### src/rtl/best_arr_sender_pkg.sv
// Shared types and default geometry for the best-array sender.
// The optional stall counter is enabled with BEST_ARR_SENDER_STALL_CNT_EN.
package best_arr_sender_pkg;

    typedef enum logic [1:0] {
        ST_IDLE  = 2'd0,
        ST_RUN   = 2'd1,
        ST_DRAIN = 2'd2,
        ST_DONE  = 2'd3
    } state_t;

    localparam int DEF_ROW_SIZE = 26;
    localparam int DEF_COL_SIZE = 19;
    localparam int DEF_BLOCKING = 4;

    // Number of column blocks covering one half-row.
    function automatic int calc_nb(input int row_size, input int blocking);
        return ((row_size / 2) + blocking - 1) / blocking;
    endfunction

    // Counter width able to hold 0..n-1, never narrower than one bit.
    function automatic int cnt_width(input int n);
        return (n > 1) ? $clog2(n) : 1;
    endfunction

endpackage

### src/rtl/sender_skid_buf2.sv
// Two-entry FIFO that absorbs the one-cycle read latency of the best array.
// Push while full and pop while empty are ignored.
module sender_skid_buf2 #(
    parameter int WIDTH = 9
) (
    input  logic             clk,
    input  logic             rst_n,
    input  logic             push,
    input  logic [WIDTH-1:0] push_data,
    input  logic             pop,
    output logic [WIDTH-1:0] pop_data,
    output logic             full,
    output logic             empty,
    output logic [1:0]       count
);

    logic       wr_ptr_q, wr_ptr_d;
    logic       rd_ptr_q, rd_ptr_d;
    logic [1:0] count_q, count_d;
    logic       do_push;
    logic       do_pop;

    assign do_push = push && (count_q != 2'd2);
    assign do_pop  = pop && (count_q != 2'd0);

    for (genvar gi = 0; gi < 2; gi++) begin : g_entry
        logic [WIDTH-1:0] ent_q, ent_d;

        always_comb begin
            ent_d = ent_q;
            if (do_push && (wr_ptr_q == 1'(gi))) begin
                ent_d = push_data;
            end
        end

        always_ff @(posedge clk or negedge rst_n) begin
            if (!rst_n) begin
                ent_q <= '0;
            end else begin
                ent_q <= ent_d;
            end
        end
    end

    always_comb begin
        wr_ptr_d = wr_ptr_q;
        rd_ptr_d = rd_ptr_q;
        count_d  = count_q;
        if (do_push) begin
            wr_ptr_d = ~wr_ptr_q;
        end
        if (do_pop) begin
            rd_ptr_d = ~rd_ptr_q;
        end
        case ({do_push, do_pop})
            2'b10:   count_d = count_q + 2'd1;
            2'b01:   count_d = count_q - 2'd1;
            default: count_d = count_q;
        endcase
    end

    always_ff @(posedge clk or negedge rst_n) begin
        if (!rst_n) begin
            wr_ptr_q <= 1'b0;
            rd_ptr_q <= 1'b0;
            count_q  <= 2'd0;
        end else begin
            wr_ptr_q <= wr_ptr_d;
            rd_ptr_q <= rd_ptr_d;
            count_q  <= count_d;
        end
    end

    assign pop_data = rd_ptr_q ? g_entry[1].ent_q : g_entry[0].ent_q;
    assign full     = (count_q == 2'd2);
    assign empty    = (count_q == 2'd0);
    assign count    = count_q;

endmodule

### src/rtl/best_arr_sender.sv
// Streams the best-match array into the output FIFO in px/x/y/xi block order.
// Define BEST_ARR_SENDER_STALL_CNT_EN to add the stall_cycles output.
module best_arr_sender
    import best_arr_sender_pkg::*;
#(
    parameter int DATA_WIDTH = 11,
    parameter int IDX_WIDTH  = 9,
    parameter int ROW_SIZE   = DEF_ROW_SIZE,
    parameter int COL_SIZE   = DEF_COL_SIZE,
    parameter int BLOCKING   = DEF_BLOCKING,
    parameter int ADDR_WIDTH = $clog2(ROW_SIZE * COL_SIZE)
) (
    input  logic                  clk,
    input  logic                  rst_n,
    input  logic                  send_best_arr,
    output logic                  send_done,
    output logic                  busy,
    output logic                  best_rd_en,
    output logic [ADDR_WIDTH-1:0] best_rd_addr,
    input  logic [IDX_WIDTH-1:0]  best_rd_data,
    output logic                  out_fifo_wenq,
    output logic [DATA_WIDTH-1:0] out_fifo_wdata,
`ifdef BEST_ARR_SENDER_STALL_CNT_EN
    output logic [15:0]           stall_cycles,
`endif
    input  logic                  out_fifo_wfull_n
);

    localparam int HALF = ROW_SIZE / 2;
    localparam int NB   = calc_nb(ROW_SIZE, BLOCKING);
    localparam int XW   = cnt_width(NB);
    localparam int YW   = cnt_width(COL_SIZE);
    localparam int XIW  = cnt_width(BLOCKING);

    state_t state_q, state_d;

    logic           px_q, px_d;
    logic [XW-1:0]  x_q, x_d;
    logic [YW-1:0]  y_q, y_d;
    logic [XIW-1:0] xi_q, xi_d;
    logic           inflight_q;

    logic [31:0] col_idx;
    logic [31:0] addr_full;
    logic        last_xi, last_y, last_x, last_read;
    logic        start;
    logic        rd_en;
    logic        can_issue;

    logic                 buf_push, buf_pop, buf_full, buf_empty;
    logic [1:0]           buf_count;
    logic [1:0]           occ_after;
    logic [IDX_WIDTH-1:0] buf_head;
    logic [IDX_WIDTH-1:0] head_data;
    logic                 head_valid;
    logic                 wenq;

    // Address generation; trailing xi values past the half-row are folded
    // into the wrap condition so skipped tuples never cost a cycle.
    always_comb begin
        col_idx   = 32'(x_q) * 32'(BLOCKING) + 32'(xi_q);
        last_xi   = (32'(xi_q) == 32'(BLOCKING - 1)) || (col_idx + 32'd1 >= 32'(HALF));
        last_y    = (32'(y_q) == 32'(COL_SIZE - 1));
        last_x    = (32'(x_q) == 32'(NB - 1));
        last_read = px_q && last_x && last_y && last_xi;
        addr_full = 32'(px_q) * 32'(HALF) + 32'(y_q) * 32'(ROW_SIZE) + col_idx;
    end

    assign start     = (state_q == ST_IDLE) && send_best_arr;
    assign can_issue = !buf_full && ((buf_count == 2'd0) || !inflight_q);
    assign rd_en     = (state_q == ST_RUN) && can_issue;

    always_comb begin
        px_d = px_q;
        x_d  = x_q;
        y_d  = y_q;
        xi_d = xi_q;
        if (start) begin
            px_d = 1'b0;
            x_d  = '0;
            y_d  = '0;
            xi_d = '0;
        end else if (rd_en) begin
            if (!last_xi) begin
                xi_d = xi_q + XIW'(1);
            end else begin
                xi_d = '0;
                if (!last_y) begin
                    y_d = y_q + YW'(1);
                end else begin
                    y_d = '0;
                    if (!last_x) begin
                        x_d = x_q + XW'(1);
                    end else begin
                        x_d  = '0;
                        px_d = ~px_q;
                    end
                end
            end
        end
    end

    always_ff @(posedge clk or negedge rst_n) begin
        if (!rst_n) begin
            px_q       <= 1'b0;
            x_q        <= '0;
            y_q        <= '0;
            xi_q       <= '0;
            inflight_q <= 1'b0;
        end else begin
            px_q       <= px_d;
            x_q        <= x_d;
            y_q        <= y_d;
            xi_q       <= xi_d;
            inflight_q <= rd_en;
        end
    end

    // Returned data bypasses the empty buffer so a word can be enqueued in
    // the same cycle it arrives; otherwise it queues behind older words.
    assign head_valid = !buf_empty || inflight_q;
    assign wenq       = head_valid && out_fifo_wfull_n;
    assign buf_pop    = wenq && !buf_empty;
    assign buf_push   = inflight_q && !(buf_empty && wenq);
    assign head_data  = buf_empty ? best_rd_data : buf_head;
    assign occ_after  = buf_count + {1'b0, buf_push} - {1'b0, buf_pop};

    sender_skid_buf2 #(
        .WIDTH(IDX_WIDTH)
    ) u_skid (
        .clk      (clk),
        .rst_n    (rst_n),
        .push     (buf_push),
        .push_data(best_rd_data),
        .pop      (buf_pop),
        .pop_data (buf_head),
        .full     (buf_full),
        .empty    (buf_empty),
        .count    (buf_count)
    );

    always_ff @(posedge clk or negedge rst_n) begin
        if (!rst_n) begin
            state_q <= ST_IDLE;
        end else begin
            state_q <= state_d;
        end
    end

    // DRAIN looks at post-cycle occupancy so send_done lands one cycle
    // after the final enqueue.
    always_comb begin
        state_d = state_q;
        case (state_q)
            ST_IDLE:  if (send_best_arr) state_d = ST_RUN;
            ST_RUN:   if (rd_en && last_read) state_d = ST_DRAIN;
            ST_DRAIN: if (occ_after == 2'd0) state_d = ST_DONE;
            ST_DONE:  state_d = ST_IDLE;
            default:  state_d = ST_IDLE;
        endcase
    end

    always_comb begin
        busy           = (state_q != ST_IDLE);
        send_done      = (state_q == ST_DONE);
        best_rd_en     = rd_en;
        best_rd_addr   = rd_en ? ADDR_WIDTH'(addr_full) : '0;
        out_fifo_wenq  = wenq;
        out_fifo_wdata = head_valid ? DATA_WIDTH'(head_data) : '0;
    end

`ifdef BEST_ARR_SENDER_STALL_CNT_EN
    logic [15:0] stall_q, stall_d;

    always_comb begin
        stall_d = stall_q;
        if (start) begin
            stall_d = '0;
        end else if (head_valid && !out_fifo_wfull_n && (stall_q != 16'hFFFF)) begin
            stall_d = stall_q + 16'd1;
        end
    end

    always_ff @(posedge clk or negedge rst_n) begin
        if (!rst_n) begin
            stall_q <= '0;
        end else begin
            stall_q <= stall_d;
        end
    end

    assign stall_cycles = stall_q;
`endif

endmodule

### config.mk
export PLATFORM = sky130hd
export DESIGN_NAME = best_arr_sender
export DESIGN_NICKNAME = d
export VERILOG_FILES = /design/src/rtl/best_arr_sender_pkg.sv /design/src/rtl/sender_skid_buf2.sv /design/src/rtl/best_arr_sender.sv
export SDC_FILE = /design/constraint.sdc
export NUM_CORES = 1
export LEC_CHECK = 0
export CAP_MARGIN = 20
export CORE_ASPECT_RATIO = 1.4
export CORE_MARGIN = 2
export CORE_UTILIZATION = 40
export DETAILED_ROUTE_END_ITERATION = 12
export PLACE_DENSITY = 0.64
export SLEW_MARGIN = 20
export SYNTH_ARGS = -nofsm -noshare
export SYNTH_HDL_FRONTEND = slang
export SYNTH_SLANG_ARGS = --single-unit
### constraint.sdc
create_clock -name clk -period 4.14 [get_ports clk]
set_clock_uncertainty 0.15 [all_clocks]
set_input_delay 0.414 -clock clk [delete_from_list [all_inputs] [get_ports clk]]
set_output_delay 0.414 -clock clk [all_outputs]
set_load 0.01 [all_outputs]
==> results.md, run 1 <==
- Status: completed
- Crit path capture type: output port
- Final Routed Wirelength: 4900 um
- Pin count of the biggest net entering global routing: 36
- Crit path DAT: 3.28 ns
- Vias in the first global route: 1930
- P per Cell Area: 707 mW/mm^2
- Slew Limit Fails: 0
- Period minus WS final: roughly 3.8 ns
- Met3 Track Usage GR: under 10%
- Post-CTS Setup Bufs: 0
- Post-Syn Area: 0.00256 mm^2
- Seq/Total Area, Yosys: 34.1%
- Post-synth top cells: dfrtp_1 (35), ha_1 (30), inv_1 (28)
- Critical-path maximum fanout: 6
- EDFF count, synth: 0
- Slew of the pin with the lowest slew margin: 0.560 ns
- Worst VDD drop: about 370 uV
- Synth Area in Compound Gates: 8.83%
- Total grt overflow: 0
- ANT nets after route: 0
- Met1 global-route usage: 17.5%
- Rel. slew slack: 62.7%
- Layout cell share with drive strength beyond 1: 13.3%
- Area share of the largest cell type after synthesis: 34.1%
- Port Buffer Count: 34
- Yosys reg bits: 35
- Worst setup path class: register to output port
- Core box area: just over 0.006 mm^2
- Synth Instances: 259
- Antenna violations before repair: 0
- Achievable frequency: around 260 MHz
- H-tree Lvls: 2
- RSZ-0062 raised after global routing: false
- Synthesized-area fraction occupied by adder cells: 18.5%
- Residual DRC: 0
- GR Util All Layers: 15.0%
- Area grow syn2layout: 18.7%
- Post-synthesis area per instance: 9.90 um^2
- DR vias/cell: 5.05
- CTS max path bufs: 2
- Post-DP HPWL: 3800 um
- Iter 0 DRT Violations: 27
- Asr flop ratio synth: 100%
- Fin crit share: 92.9%
- DR WL/cell: 13.4 um
- Count leader, synth: dfrtp_1
- GR Layer Usage met2: 27.6%
- Worst-Skew Late Latency: roughly 0.28 ns
- # diodes: 0
- Die ar.: 0.00708 mm^2
- TritonRoute pass-1 iters: 4
- Final Setup Violations: 0
- Worst Hold Class: register to register
- DR vias: roughly 1800
- Die Wd: 71.7 um
- Startpoint types: register
- Synth Flop Type: dfrtp_1
- Setup TNS: 0 ns
- Final hold viol count: 0
- Max Cap Viol: 0
- Gpl congestion: approximately 0.84
- Die height: roughly 99 um
- Post-synthesis mux area share: 14.0%
- I/O Pins: 37
- First-pass GRT wire length: approximately 8600 um
- Simple-gate portion of the synthesized area: 12.0%
- CTS tree: yes
- Gr busiest metal: met2
- Row cnt: 34
- Nets: between 300 and 400
- Yosys cell types: about 40
- Synth Warn #: 0
- Root Buffer Master: clkbuf_8
- Largest family of logic cells by synthesized area: adder cells
- Synth area leaders: dfrtp_1 (34%), ha_1 (15%), mux2_2 (8.8%), xnor2_1 (4.4%), mux2i_1 (4.3%)
- Leak: between 1 and 1.5 nW
- Worst EP required: 3.58 ns
- Initial core utilization: 41.3%
- Cell Count, Final, Fillers Out: 365
- Clk slew on worst S/H paths: around 0.07 ns
- Synth Area in XOR/XNOR: 5.46%
- Placed Cells: 357
- Clock sink count: 35
- Dominant cell type by area after synthesis: dfrtp_1
- Num CTS Buffers: 5
-- per-stage QoR --
step | hold WS (ns) | worst slack [ns] | total power [mW] | area (um^2) | util [%]
detailed placement | 0.342 | 0.501 | 1.93 | 2950 | 47.5
global placement | 0.336 | 0.549 | 1.89 | 2950 | 47.5
global route | 0.374 | 0.0368 | 2.37 | 3040 | 49.0
finish | 0.355 | 0.295 | 2.15 | 3040 | 49.0
CTS | 0.359 | 0.177 | 2.18 | 3030 | 48.8
floorplan | -0.0316 | 1.08 | 1.51 | 2570 | -
-- timing repair --
item,4_1_cts,5_1_grt
hold buffers,0,0
resized for setup,0,3
endpoints found under the hold margin,0,0
endpoints found under the setup margin,0,2
-- registers in the layout, indices dropped and copies added, names as in the netlist --
name and flops:
y_q 5, x_q 2, state_q 2, u_skid.rd_ptr_q 1
xi_q 2, px_q 1, u_skid.wr_ptr_q 1, u_skid.g_entry.ent_q 18
u_skid.count 2, inflight_q 1
-- report_power, final --
| group | total (mW) | internal, mW | leakage [nW] | switching (mW) |
|---|---|---|---|---|
| logic | 1.25 | 0.658 | 0.925 | 0.589 |
| registers | 0.669 | 0.499 | 0.431 | 0.170 |
| clock network | 0.238 | 0.118 | 0.0422 | 0.120 |
-- critical path, cell delays in order (launching register included) --
cell and delay [ns]:
dfrtp_2 0.42, inv_1 0.06, ha_1 0.28, inv_1 0.04
ha_1 0.27, ha_1 0.30, ha_1 0.31, o21ai_0 0.11
o21a_1 0.21, or3_1 0.31, a21oi_1 0.14, clkdlybuf4s50_1 0.54
-- cell type report --
class,count,area [um^2]
clock buffer,7,76.3
clock inverter,1,5.00
fill,609,3170
inverter,29,110
multi-input combinational,185,1530
sequential,35,877
tap,72,90.1
timing repair buffer,36,355
-- per-layer routing --
metal  share of wire, %  wire length (um)
met5                  0                 0
met4                1.7                83
met3                3.6               175
met2                 52              2560
met1                 43              2080
-- path summary, 6_finish.rpt --
| path | slack, ns | startpoint | cells after the start | to |
|---|---|---|---|---|
| max | 0.29 | y_q[0] | 11 | best_rd_addr[6] |
| max in group asynchronous | 3.08 | rst_n | 2 | y_q[0] |
| min in group asynchronous | 0.39 | rst_n | 2 | u_skid.g_entry[1].ent_q[4] |
| min | 0.36 | u_skid.g_entry[0].ent_q[4] | 1 | u_skid.g_entry[0].ent_q[4] |
| max reg2reg | 1.67 | u_skid.count[0] | 10 | state_q[1] |
| min reg2reg | 0.36 | u_skid.g_entry[0].ent_q[4] | 1 | u_skid.g_entry[0].ent_q[4] |
-- cell families (layout without fill, tap and decap cells) --
group,Yosys count,after routing
adders and majority gates,35,35
and+or+nand+nor,64,64
buffers and inverters,40,73
muxes,32,32
other,1,2
AOI/OAI and AO/OA,36,36
xor gates and xnor gates,16,16
DFF,35,35
-- layout by cell type, fill, tap and decap left out, drive strengths merged, types with 3 or more instances in the layout --
cell type / synthesis / layout
a21oi: 10 / 10
and3: 4 / 4
clkbuf: 5 / 7
clkdlybuf4s50: 0 / 34
dfrtp: 35 / 35
fa: 5 / 5
ha: 30 / 30
inv: 28 / 28
mux2: 20 / 20
mux2i: 12 / 12
nand2: 12 / 12
nand3: 13 / 13
nor2: 18 / 18
nor2b: 4 / 4
nor3: 4 / 4
o21ai: 16 / 16
or3: 3 / 3
xnor2: 13 / 13
xor2: 3 / 3
(Power assumes the default switching activity.)
==> inputs of run 2 (changes only) <==
--- a/config.mk
+++ b/config.mk
@@ -6,11 +6,13 @@
 export NUM_CORES = 1
 export LEC_CHECK = 0
 export CAP_MARGIN = 20
+export CELL_PAD_IN_SITES_DETAIL_PLACEMENT = 2
+export CELL_PAD_IN_SITES_GLOBAL_PLACEMENT = 2
 export CORE_ASPECT_RATIO = 1.4
 export CORE_MARGIN = 2
-export CORE_UTILIZATION = 40
+export CORE_UTILIZATION = 37
 export DETAILED_ROUTE_END_ITERATION = 12
-export PLACE_DENSITY = 0.64
+export PLACE_DENSITY = 0.87
 export SLEW_MARGIN = 20
 export SYNTH_ARGS = -nofsm -noshare
 export SYNTH_HDL_FRONTEND = slang
==> results.md, run 2 (synthesis results as in run 1) <==
- Status: completed
- Initial core utilization: 38.5%
- Largest Register: u_skid.g_entry.ent_q
- Nets: 340
- R2R Path Start: u_skid.count[0]
- Core box area: 0.00666 mm^2
- Worst EP required: 3.58 ns
- Root Buffer Master: clkbuf_8
- Gpl congestion: about 0.79
- Worst reg2reg path depth: 11
- CTS max path bufs: 2
- DR vias: 1965
- Largest register FFs: 18
- Crit path capture type: output port
- Residual DRC: 0
- Crit path launch: y_q[1]
- Most frequent cells in the layout: clkdlybuf4s50_1 (34), dfrtp_1 (33), ha_1 (30), inv_1 (28), mux2_2 (20)
- Die Wd: about 74 um
- Die ar.: about 0.0076 mm^2
- Worst setup path class: register to output port
- Final Setup Violations: 0
- DR vias/cell: 5.10
- Startpoint types: register
- Layout cell share with drive strength beyond 1: 14.3%
- Crit path to: best_rd_addr[8]
- Worst Hold Class: register to register
- Port Buffer Count: 34
- Vias in the first global route: between 2000 and 2500
- Post-DP HPWL: 5140 um
- Levels on crit path: 10
- ANT nets after route: 0
- Antenna violations before repair: 0
- Max Cap Viol: 0
- I/O Pins: 37
- CP top delay family: adder cells
- Leak: approximately 1.4 nW
- Achievable frequency: 253 MHz
- Worst r2r dst: state_q[1]
- Setup TNS: 0 ns
- Total grt overflow: 0
- Pin count of the biggest net entering global routing: 36
- Worst VDD drop: around 270 uV
- Hold Slack: 0.362 ns
- Die height: 103 um
- CP max stage cell: clkdlybuf4s50_1
- CTS tree: yes
- Period minus WS final: 3.95 ns
- Top flop regs: u_skid.g_entry.ent_q (18), y_q (5)
- Num CTS Buffers: 5
- # diodes: 0
- Most common cell after layout, fill and taps aside: clkdlybuf4s50_1
- Area grow syn2layout: 21.1%
- Critical-path maximum fanout: 5
- Slowest stage delay, CP: approximately 0.54 ns
- Worst Path Buf+Inv: 2
- Clock sink count: 35
- Clk slew on worst S/H paths: 0.08 ns
- Total chip power: around 2.3 mW
- Slew Limit Fails: 0
- DR WL/cell: 17.0 um
- Fin crit share: 95.4%
- GR Util All Layers: 18.7%
- Crit path DAT: 3.39 ns
- H-tree Lvls: 2
- RSZ-0062 raised after global routing: false
- Iter 0 DRT Violations: 42
- Hold Buf Count CTS: 0
- Fin util: 46.7%
- Final Routed Wirelength: 6530 um
- Crit-path most repeated cell: fa_1
- TritonRoute pass-1 iters: 3
- Setup slack, reg-to-reg: approximately 1.4 ns
- Row cnt: 35
- First-pass GRT wire length: 11000 um
- Final hold viol count: 0
- Cell breakdown of the critical path: ha_1 -> inv_1 -> fa_1 -> fa_1 -> xnor2_2 -> nand2b_1 -> nor4_2 -> xnor2_1 -> nor2_1 -> clkdlybuf4s50_1
- Rel. slew slack: roughly three fifths
- P per Cell Area: between 700 and 800 mW/mm^2
- Slew of the pin with the lowest slew margin: 0.600 ns
- Worst-Skew Late Latency: 0.28 ns
==> run 2: cell types whose count changed in the layout (fill, tap and decap cells not counted) <==
cell       delta
bufinv_16     +1
clkbuf_8      +1
dfrtp_1       -1
clkbuf_1      -2
dfrtp_2       +1
==> run 2: what timing repair did <==
action,CTS,global route
buffers inserted,0,0
setup endpoints to repair,0,1
resized for setup,0,4
==> run 2: routing by layer <==
layer  vias to the layer above  GRT usage (%)  routed length (um)
met3                         6           1.86                 144
met5                         -              0                   0
li1                        930              -                   -
met1                       996           19.3                2450
met4                         0           5.49                  96
met2                        33           38.3                3840
==> run 2: worst min path at each step <==
stage,to,startpoint,cells after the start,slack (ns)
floorplan,inflight_q,rst_n,0,-0.03
global placement,u_skid.g_entry[0].ent_q[8],u_skid.g_entry[0].ent_q[8],1,0.34
detailed placement,u_skid.g_entry[0].ent_q[7],u_skid.g_entry[0].ent_q[7],1,0.35
CTS,u_skid.g_entry[0].ent_q[7],u_skid.g_entry[0].ent_q[7],1,0.36
global route,u_skid.g_entry[1].ent_q[1],u_skid.g_entry[1].ent_q[1],1,0.38
finish,u_skid.g_entry[1].ent_q[1],u_skid.g_entry[1].ent_q[1],1,0.36
==> run 2: where the power goes <==
part           total, mW  internal (mW)  switching (mW)
Sequential         0.682          0.500           0.182
Clock              0.323          0.195           0.128
Combinational       1.30          0.661           0.642
Total               2.31           1.36           0.952
==> run 2: area by class of cell <==
cell class	instances	area [um^2]
Clock buffer	6	82.6
Clock inverter	2	35.0
Fill cell	740	3550
Inverter	29	110
Multi-Input combinational cell	185	1530
Sequential cell	35	878
Tap cell	92	115
Timing Repair Buffer	36	355
==> run 2: stage by stage <==
step           cell area (um^2)  instances  worst slack (ns)
3_5_place_dp               2970        377             0.361
4_1_cts                    3090        385            0.0325
6_report                   3110        385             0.191
5_1_grt                    3110        385            0.0338
3_3_place_gp               2970        377             0.521
2_1_floorplan              2570        260              1.08
